==> config.mk <==
export PLATFORM = sky130hd
export DESIGN_NAME = trace_packer
export DESIGN_NICKNAME = d
export VERILOG_FILES = /design/src/rtl/dtb_pkg.sv /design/src/rtl/trace_packer_word_reg.sv /design/src/rtl/trace_packer.sv
export SDC_FILE = /design/constraint.sdc
export NUM_CORES = 1
export LEC_CHECK = 0
export CORE_AREA = 2 2 200 202
export CTS_BUF_LIST = sky130_fd_sc_hd__clkbuf_16
export CTS_CLUSTER_DIAMETER = 30
export CTS_CLUSTER_SIZE = 25
export DETAILED_ROUTE_END_ITERATION = 10
export DIE_AREA = 0 0 202 204
export SLEW_MARGIN = 10
export SYNTH_ARGS = -nofsm -noshare
export SYNTH_HDL_FRONTEND = slang
export SYNTH_SLANG_ARGS = --single-unit
==> constraint.sdc <==
create_clock -name CLK_I -period 18 [get_ports CLK_I]
set_clock_uncertainty 0.15 [all_clocks]
set_input_delay 5.4 -clock CLK_I [delete_from_list [all_inputs] [get_ports CLK_I]]
set_output_delay 5.4 -clock CLK_I [all_outputs]
set_load 0.05 [all_outputs]
==> src/rtl/dtb_pkg.sv <==
// Shared types and sizing for the trace logger front end (trace_packer and helpers).
package dtb_pkg;

  localparam int unsigned TRB_WIDTH       = 64;
  localparam int unsigned TRB_NTRACE_BITS = 3;
  localparam int unsigned TRB_LG          = $clog2(TRB_WIDTH);
  localparam int unsigned LG_W            = $clog2(TRB_LG + 1);
  localparam int unsigned DROP_CNT_W      = 16;

  typedef enum logic [1:0] {
    ARMED,
    TRIGGERED,
    STOPPED
  } packer_state_t;

  typedef struct packed {
    logic [TRB_WIDTH-1:0] data;
    logic                 evt;
    logic [TRB_LG-1:0]    pos;
  } trace_word_t;

  // log2 of the sample width, clamped so a sample never exceeds one word
  function automatic logic [LG_W-1:0] clamp_lg(input logic [TRB_NTRACE_BITS-1:0] n);
    if (32'(n) > TRB_LG) return LG_W'(TRB_LG);
    return LG_W'(n);
  endfunction

  // low 2**lg bits set
  function automatic logic [TRB_WIDTH-1:0] lane_mask(input logic [LG_W-1:0] lg);
    logic [TRB_WIDTH-1:0] m;
    m = '1;
    if (32'(lg) < TRB_LG) m = (TRB_WIDTH'(1) << (32'(1) << lg)) - TRB_WIDTH'(1);
    return m;
  endfunction

endpackage

==> src/rtl/trace_packer_word_reg.sv <==
// One-deep output register: loads a completed word when free or draining, otherwise flags a drop.
module trace_word_reg
  import dtb_pkg::*;
(
  input  logic        clk,
  input  logic        rst,
  input  logic        load,
  input  trace_word_t word_in,
  input  logic        store_perm,
  output trace_word_t word_out,
  output logic        store,
  output logic        drop_c
);

  logic transfer_c;
  logic take_c;

  assign transfer_c = store & store_perm;
  assign take_c     = load & (~store | store_perm);
  assign drop_c     = load & store & ~store_perm;

  always_ff @(posedge clk or posedge rst) begin
    if (rst) begin
      store    <= 1'b0;
      word_out <= '0;
    end else if (take_c) begin
      store    <= 1'b1;
      word_out <= word_in;
    end else if (transfer_c) begin
      store    <= 1'b0;
    end
  end

endmodule

==> src/rtl/trace_packer.sv <==
// Packs 2**n-bit trace samples LSB-first into TRB_WIDTH-bit words with trigger tagging.
// Optional TRACE_PACKER_DROP_CNT_EN adds a saturating dropped-word counter on DROP_CNT_O.
module trace_packer
  import dtb_pkg::*;
(
  input  logic                       CLK_I,
  input  logic                       RST_I,
  input  logic [TRB_WIDTH-1:0]       TRACE_I,
  input  logic                       TRACE_VALID_I,
  input  logic                       TRG_I,
  input  logic                       MODE_I,
  input  logic [TRB_NTRACE_BITS-1:0] NTRACE_I,
  input  logic                       TRG_DELAYED_I,
  output logic [TRB_WIDTH-1:0]       DATA_O,
  output logic                       STORE_O,
  input  logic                       STORE_PERM_I,
  output logic                       TRG_EVENT_O,
  output logic [TRB_LG-1:0]          EVENT_POS_O,
`ifdef TRACE_PACKER_DROP_CNT_EN
  output logic [DROP_CNT_W-1:0]      DROP_CNT_O,
`endif
  output logic                       OVF_O
);

  packer_state_t        state_q, state_d;
  logic [TRB_LG-1:0]    fill_q;
  logic [LG_W-1:0]      lg_q;
  logic [TRB_WIDTH-1:0] pack_q;
  logic                 evt_q;
  logic [TRB_LG-1:0]    evt_pos_q;
  logic                 ovf_q;

  logic                 accept_c;
  logic                 trig_c;
  logic                 complete_c;
  logic                 drop_c;
  logic [LG_W-1:0]      lg_c;
  logic [TRB_LG-1:0]    step_c;
  logic [TRB_LG-1:0]    fill_sum_c;
  trace_word_t          word_c;
  trace_word_t          word_q;

  // Width is relatched only at a word boundary; a full-width step wraps to 0.
  always_comb begin
    accept_c    = TRACE_VALID_I && (state_q != STOPPED);
    lg_c        = (fill_q == '0) ? clamp_lg(NTRACE_I) : lg_q;
    step_c      = TRB_LG'(1) << lg_c;
    fill_sum_c  = fill_q + step_c;
    trig_c      = accept_c && TRG_I && (state_q == ARMED);
    complete_c  = accept_c && (fill_sum_c == '0);
    word_c.data = pack_q | ((TRACE_I & lane_mask(lg_c)) << fill_q);
    word_c.evt  = evt_q | trig_c;
    word_c.pos  = trig_c ? fill_q : evt_pos_q;
  end

  always_comb begin
    state_d = state_q;
    case (state_q)
      ARMED:     if (trig_c) state_d = TRIGGERED;
      TRIGGERED: if (TRG_DELAYED_I && !MODE_I) state_d = STOPPED;
      default:   state_d = state_q;
    endcase
  end

  always_ff @(posedge CLK_I or posedge RST_I) begin
    if (RST_I) state_q <= ARMED;
    else       state_q <= state_d;
  end

  // Pack register; STOPPED discards whatever partial word remains.
  always_ff @(posedge CLK_I or posedge RST_I) begin
    if (RST_I) begin
      fill_q    <= '0;
      lg_q      <= '0;
      pack_q    <= '0;
      evt_q     <= 1'b0;
      evt_pos_q <= '0;
    end else if (state_q == STOPPED) begin
      fill_q    <= '0;
      pack_q    <= '0;
      evt_q     <= 1'b0;
    end else if (accept_c) begin
      lg_q <= lg_c;
      if (complete_c) begin
        fill_q <= '0;
        pack_q <= '0;
        evt_q  <= 1'b0;
      end else begin
        fill_q    <= fill_sum_c;
        pack_q    <= word_c.data;
        evt_q     <= word_c.evt;
        evt_pos_q <= word_c.pos;
      end
    end
  end

  always_ff @(posedge CLK_I or posedge RST_I) begin
    if (RST_I)       ovf_q <= 1'b0;
    else if (drop_c) ovf_q <= 1'b1;
  end

`ifdef TRACE_PACKER_DROP_CNT_EN
  logic [DROP_CNT_W-1:0] drop_cnt_q;

  always_ff @(posedge CLK_I or posedge RST_I) begin
    if (RST_I)                          drop_cnt_q <= '0;
    else if (drop_c && ~&drop_cnt_q)    drop_cnt_q <= drop_cnt_q + DROP_CNT_W'(1);
  end

  assign DROP_CNT_O = drop_cnt_q;
`endif

  trace_word_reg u_word_reg (
    .clk        (CLK_I),
    .rst        (RST_I),
    .load       (complete_c),
    .word_in    (word_c),
    .store_perm (STORE_PERM_I),
    .word_out   (word_q),
    .store      (STORE_O),
    .drop_c     (drop_c)
  );

  assign DATA_O      = word_q.data;
  assign TRG_EVENT_O = word_q.evt;
  assign EVENT_POS_O = word_q.pos;
  assign OVF_O       = ovf_q;

endmodule

* Word-level counts from Yosys, hierarchy flattened
Cells that the tools add are included.
** Word-level totals
- Bits in registers :: 155
- Input port bits :: 74
- Output and inout port bits :: 73
- Logic and storage cells :: 71
** Operators by class
- $add $sub $neg :: 2
- Order comparisons :: 2
- Eq/ne operators :: 5
- Shift-type cells :: 4
- Multiplexer cells :: 20
- Bitwise gates (word level) :: 12
- Reduce and logical (&&, ||, !) cells :: 15
** Operator list (number)
- 64-bit two-way mux :: 4
- 64-bit bitwise AND :: 1
- 64-bit bitwise OR :: 1
- 1-bit by 32-bit << shifter with 64-bit output, first input constant :: 1
- 64-bit by 6-bit << shifter with 64-bit output :: 1
- 64-bit by 2-bit subtractor with 64-bit output, second input constant :: 1
- 1-bit by 3-bit << shifter with 32-bit output, first input constant :: 1
- 6-bit two-way mux :: 4
- 6-bit logical NOT :: 2
- 3-bit two-way mux :: 3
- 6-bit adder :: 1
- 1-bit two-way mux :: 6
- 2-bit inequality test, second input constant :: 3
- 3-bit AND reduction :: 2
- 2-bit nonzero test :: 3
- 1-bit by 3-bit << shifter with 6-bit output, first input constant :: 1
- 1-bit logical AND :: 5
- 1-bit bitwise AND :: 4
- 2-bit two-way mux :: 2
- 1-bit inverter :: 4
- 2-bit one-hot mux with 2 select lines :: 1
- 3-bit greater-than comparator, second input constant :: 1
- 3-bit < comparator, second input constant :: 1
- 2-bit by 1-bit equality test with 1-bit output, second input constant :: 1
- other kinds (5) :: 6

* Depth between registers and ports, before layout
- Word-level depth :: 14
- Depth in mapped cells :: 23

* Cells and area by module
A second synthesis with hierarchy kept.
** Second synthesis, totals
- Cells, all modules :: 1362
- Area, all modules :: 12368.1 um2
** Modules (own cells, without submodules)
- trace_packer :: instances 1, cells each 1206, area an instance 9385.3 um2, seq. area each 2077.0 um2
- trace_word_reg :: instances 1, cells each 156, area an instance 2982.9 um2, seq. area each 1801.7 um2

* Worst setup path before layout
Ideal clock, no wire load.
- Path type :: input port to flip-flop
- Start :: in NTRACE_I[2]
- End :: reg u_word_reg.word_out[41] (netlist bit)
- Setup time :: 0.138 ns
- Data arrival time :: 8.506 ns
- Data required time :: 17.712 ns
- Slack :: 9.206 ns
- Cell stages on the path :: 15
- Path buffers :: 2
- Cells stage by stage :: clkbuf_1 -> nor3_1 -> nand2_1 -> o21a_1 -> ha_1 -> or4b_1 -> clkbuf_1 -> a22oi_1 -> or2_1 -> a221o_1 -> and2_1 -> a211o_1 -> and3_1 -> a2111oi_1 -> a21oi_1
** Between the ends
- Cells in the longest elaborated chain, start to end :: 11
** Ends and longest elaborated chain
- start: declaration :: line trace_packer.sv:12 : input logic [TRB_NTRACE_BITS-1:0] NTRACE_I,
- 3-bit greater-than comparator :: line dtb_pkg.sv:24 : if (32'(n) > TRB_LG) return LG_W'(TRB_LG);
- 1-bit two-way mux :: line dtb_pkg.sv:24
- 3-bit two-way mux * :: line dtb_pkg.sv:25 : return LG_W'(n);
- 3-bit two-way mux * :: line trace_packer.sv:46 : lg_c = (fill_q == '0) ? clamp_lg(NTRACE_I) : lg_q;
- 1-bit by 3-bit << shifter with 32-bit output :: line dtb_pkg.sv:32 : if (32'(lg) < TRB_LG) m = (TRB_WIDTH'(1) << (32'(1) << lg)) - TRB_WIDTH'(1);
- 1-bit by 32-bit << shifter with 64-bit output :: line dtb_pkg.sv:32
- 64-bit by 2-bit subtractor with 64-bit output :: line dtb_pkg.sv:32
- 64-bit two-way mux :: line dtb_pkg.sv:32
- 64-bit bitwise AND :: line trace_packer.sv:51 : word_c.data = pack_q | ((TRACE_I & lane_mask(lg_c)) << fill_q);
- 64-bit by 6-bit << shifter with 64-bit output :: line trace_packer.sv:51
- 64-bit bitwise OR :: line trace_packer.sv:51
- end signal: assignment :: line trace_packer_word_reg.sv:28 : word_out <= word_in;
- end: declaration :: line trace_packer_word_reg.sv:10 : output trace_word_t word_out,
Every way passes the cells marked *; elsewhere a longest branch is shown, timed or not.
A chain may end at the register's enable or synchronous reset.

* Worst setup path after layout
- Start :: in NTRACE_I[1]
- End :: reg u_word_reg.word_out[67] (netlist bit)
Same word-level chain as after synthesis.

==> impl_metrics.csv <==
group,metric,value,unit
routing,drt_first_pass_iters,6,
clocking,cts_tree,"yes",
yosys,ys_ff_latch,155,
clocking,clockBufferDepth,2,
floorplanning,core_area,0.03918,mm2
routing,drcViolationCount,0,
clocking,root_buffer,"clkbuf_16",
yosys,synth.area.top_cells,"dfrtp_1 31%, a21oi_1 5.9%, nor2_1 5.0%",
power_and_ir_drop,power.density,235.3,mW/mm2
timing,relSlewSlack,31.32,%
timing,drv_slew,0,
worst_setup_path,critPathLaunchType,"input pin",
floorplanning,start_util,31.54,%
worst_setup_path,path_cells,"clkdlybuf4s50_1 > nor3_1 > nand2_1 > o21a_1 > ha_1 > a41oi_2 > a221oi_2 > buf_4 > a21boi_0 > mux2i_1 > o221ai_1 > nor2_1 > a221oi_1 > a21oi_1",
power_and_ir_drop,power,3476,uW
placement,place_hpwl,41100,um
clocking,cts_setup_buffers,0,
clocking,h-tree-depth,4,
yosys,syn_avg_cell_area,8.141,um2
global_route,antenna_found_initial,0,
yosys,synthMuxAreaShare,10.61,%
worst_setup_path,critPathKind,"input pin to flop",
routing,wire_per_inst,26.20,um
yosys,yosys.area_share.simple,18.61,%
timing,min_period_over_period,58.17,%
yosys,syn_area,0.01236,mm2
outcome,status,"completed",
timing,worstMarginPinSlew,1.021,ns
yosys,ys_top_cells_by_count,"164 x nor2_1, 155 x dfrtp_1, 155 x nand2_1",
worst_setup_path,path_delay_family,"compound AO/OA/AOI/OAI gates",
yosys,synthArstFlopShare,100.0,%
floorplanning,io_pins,147,
yosys,ys_seq_area_share,31.39,%
timing,rsz0062_at_grt,"false",
yosys,synth_nets,1599,
layout,fin_cells,2114,
placement,place_ws,7.114,ns
yosys,synth_cell_types,106,
floorplanning,row_count,73,
clocking,cts.clk_slew.worst_paths,0.06,ns
global_route,grt_util_all_layers,26.58,%
layout,drive_above_1_share,9.761,%
worst_setup_path,slowest_delay,0.82,ns
timing,fin_ws,7.529,ns
clocking,clkSinkCount,155,
flow_run,maxCapViolCount,0,
yosys,synth_top_family_by_area,"compound AO/OA/AOI/OAI gates",
min_path,min_path_type,"flop to flop",
routing,drt-initial-drc-count,1756,
timing,setup_violations,0,
yosys,postSynthCellCount,1518,
worst_setup_path,cp_slowest_cell,"a21boi_0",
worst_setup_path,cp.required,18.13,ns
yosys,synthXorXnorAreaFrac,0.6075,%
routing,num_vias,13090,
worst_setup_path,cp_data_arrival_time,10.60,ns
yosys,synth_ff_type,"dfrtp_1",
yosys,synth_warnings,0,
clocking,numCtsBuffers,17,
worst_setup_path,end_kind,"flop",
global_route,grt_max_degree,96,
power_and_ir_drop,ir_drop,0.1076,mV
global_route,grt_pass1_vias,12540,
yosys,synth_top_cell_area_share,31.39,%
routing,route.antenna.remaining_nets,0,
floorplanning,die_area,0.04121,mm2
yosys,yosys.area.top_type,"dfrtp_1",
power_and_ir_drop,leakage,0.005973,uW
routing,wl,55380,um
global_route,grt_pass1_wl,82700,um
floorplanning,die_h,204,um
yosys,synth_edf_count,0,
worst_setup_path,cp.buffers_inverters,2,
layout,area_growth,19.52,%
yosys,synth_compound_area_share,32.55,%
placement,placedCellCount,2081,
timing,max_freq,0.09550,GHz
timing,hold_viol,0,
layout,final_util,37.70,%
timing,finalSetupTns,0,ns
clocking,cts_hold_buf,0,
floorplanning,die-width,202,um
worst_setup_path,crit_fanout,26,
placement,gp_congestion,0.9987,
yosys,synth.most_common_cell,"nor2_1",
placement,portBuffers,146,
clocking,clk_latency,0.44,ns
clocking,cts_resized,0,
layout,nFillCells,4044,
layout,num-nets-final,1657,
timing,period_needed,10.47,ns
yosys,synthAdderAreaFrac,0.7695,%
routing,vias_per_cell,6.193,
global_route,gr-total-overflow,0,
[sequential cells by signal, summed over array words and instances, names as in the netlist]
register             cells
u_word_reg.store         1
state_q                  2
evt_pos_q                6
u_word_reg.word_out     71
OVF_O                    1
pack_q                  64
lg_q                     3
evt_q                    1
fill_q                   6
[cells in the final DEF, fill, tap and decap left out, types with 9 or more instances in the layout]
cell type,n
a32oi_1,9
and2_1,11
dfrtp_1,150
o211a_1,11
nor3_1,37
clkbuf_16,17
o211ai_1,27
nand3_1,34
a21o_1,19
nor2_1,162
o22ai_1,15
nand2_1,155
nand4_1,15
a22oi_1,25
nor2b_1,10
a311oi_1,13
o21a_1,9
a31oi_1,22
a211oi_1,27
o21ai_1,9
and3_1,17
clkdlybuf4s50_1,146
inv_1,27
mux2i_1,59
a21oi_1,145
a22o_1,10
o31ai_1,10
buf_4,26
mux4_2,14
o21ai_0,99
nand2b_1,9
a221oi_1,17
mux2_2,36
[power by group]
group          total [uW]  switching [uW]  internal [uW]  leakage [uW]
clock network         378             148            230      0.000301
registers             581             108            473       0.00205
logic                2520            1760            761       0.00362
total                3480            2010           1460       0.00597
[area by class of cell]
class / instances / area, um2 / share of cell area (%)
diodes: 1 / 2.502 / 0.01694
clock buffers: 17 / 425.4 / 2.880
clock inverters: 14 / 180.2 / 1.220
inverters: 30 / 117.6 / 0.7963
multi-input cells: 1200 / 7846 / 53.12
flip-flops and latches: 155 / 3885 / 26.30
well taps: 525 / 656.9 / 4.447
repair buffers: 172 / 1657 / 11.22
[final timing paths]
| path | from | endpoint | slack (ns) | cells past startpoint |
|---|---|---|---|---|
| max in group asynchronous | RST_I | pack_q[23]$_DFFE_PP0P_ | 10.94 | 3 |
| hold / removal | OVF_O$_DFFE_PP0P_ | OVF_O$_DFFE_PP0P_ | 0.32 | 1 |
| setup / recovery | NTRACE_I[1] | u_word_reg.word_out[67]$_DFFE_PP0P_ | 7.53 | 14 |
| min in group asynchronous | RST_I | OVF_O$_DFFE_PP0P_ | 5.40 | 2 |
| hold reg to reg | OVF_O$_DFFE_PP0P_ | OVF_O$_DFFE_PP0P_ | 0.32 | 1 |
| setup reg to reg | fill_q[0]$_DFFE_PP0P_ | u_word_reg.word_out[67]$_DFFE_PP0P_ | 11.42 | 14 |
[logic make-up (layout without fill, tap and decap cells)]
group	Yosys count	in the layout
buf+inv	163	233
mux	109	109
xor+xnor	7	7
simple gates	498	498
fa+ha+maj	7	7
compound gates	578	578
other cells	1	2
flops	155	155
[routing by layer]
metal	GRT usage [%]	up-vias	wire length (um)
met2	42.48	624	25470
met5	0	-	0
met1	36.37	6496	24260
met4	9.979	0	2006
met3	3.922	103	3643
li1	-	5869	-
[per-stage QoR]
step	cell area (um2)	hold WS [ns]
3_3_place_gp	14150	0.3107
4_1_cts	14760	0.3288
3_5_place_dp	14150	0.3141
2_1_floorplan	12360	0.2992
5_1_grt	14770	0.3557
6_report	14770	0.3211
Power figures use the tool's default switching activity.
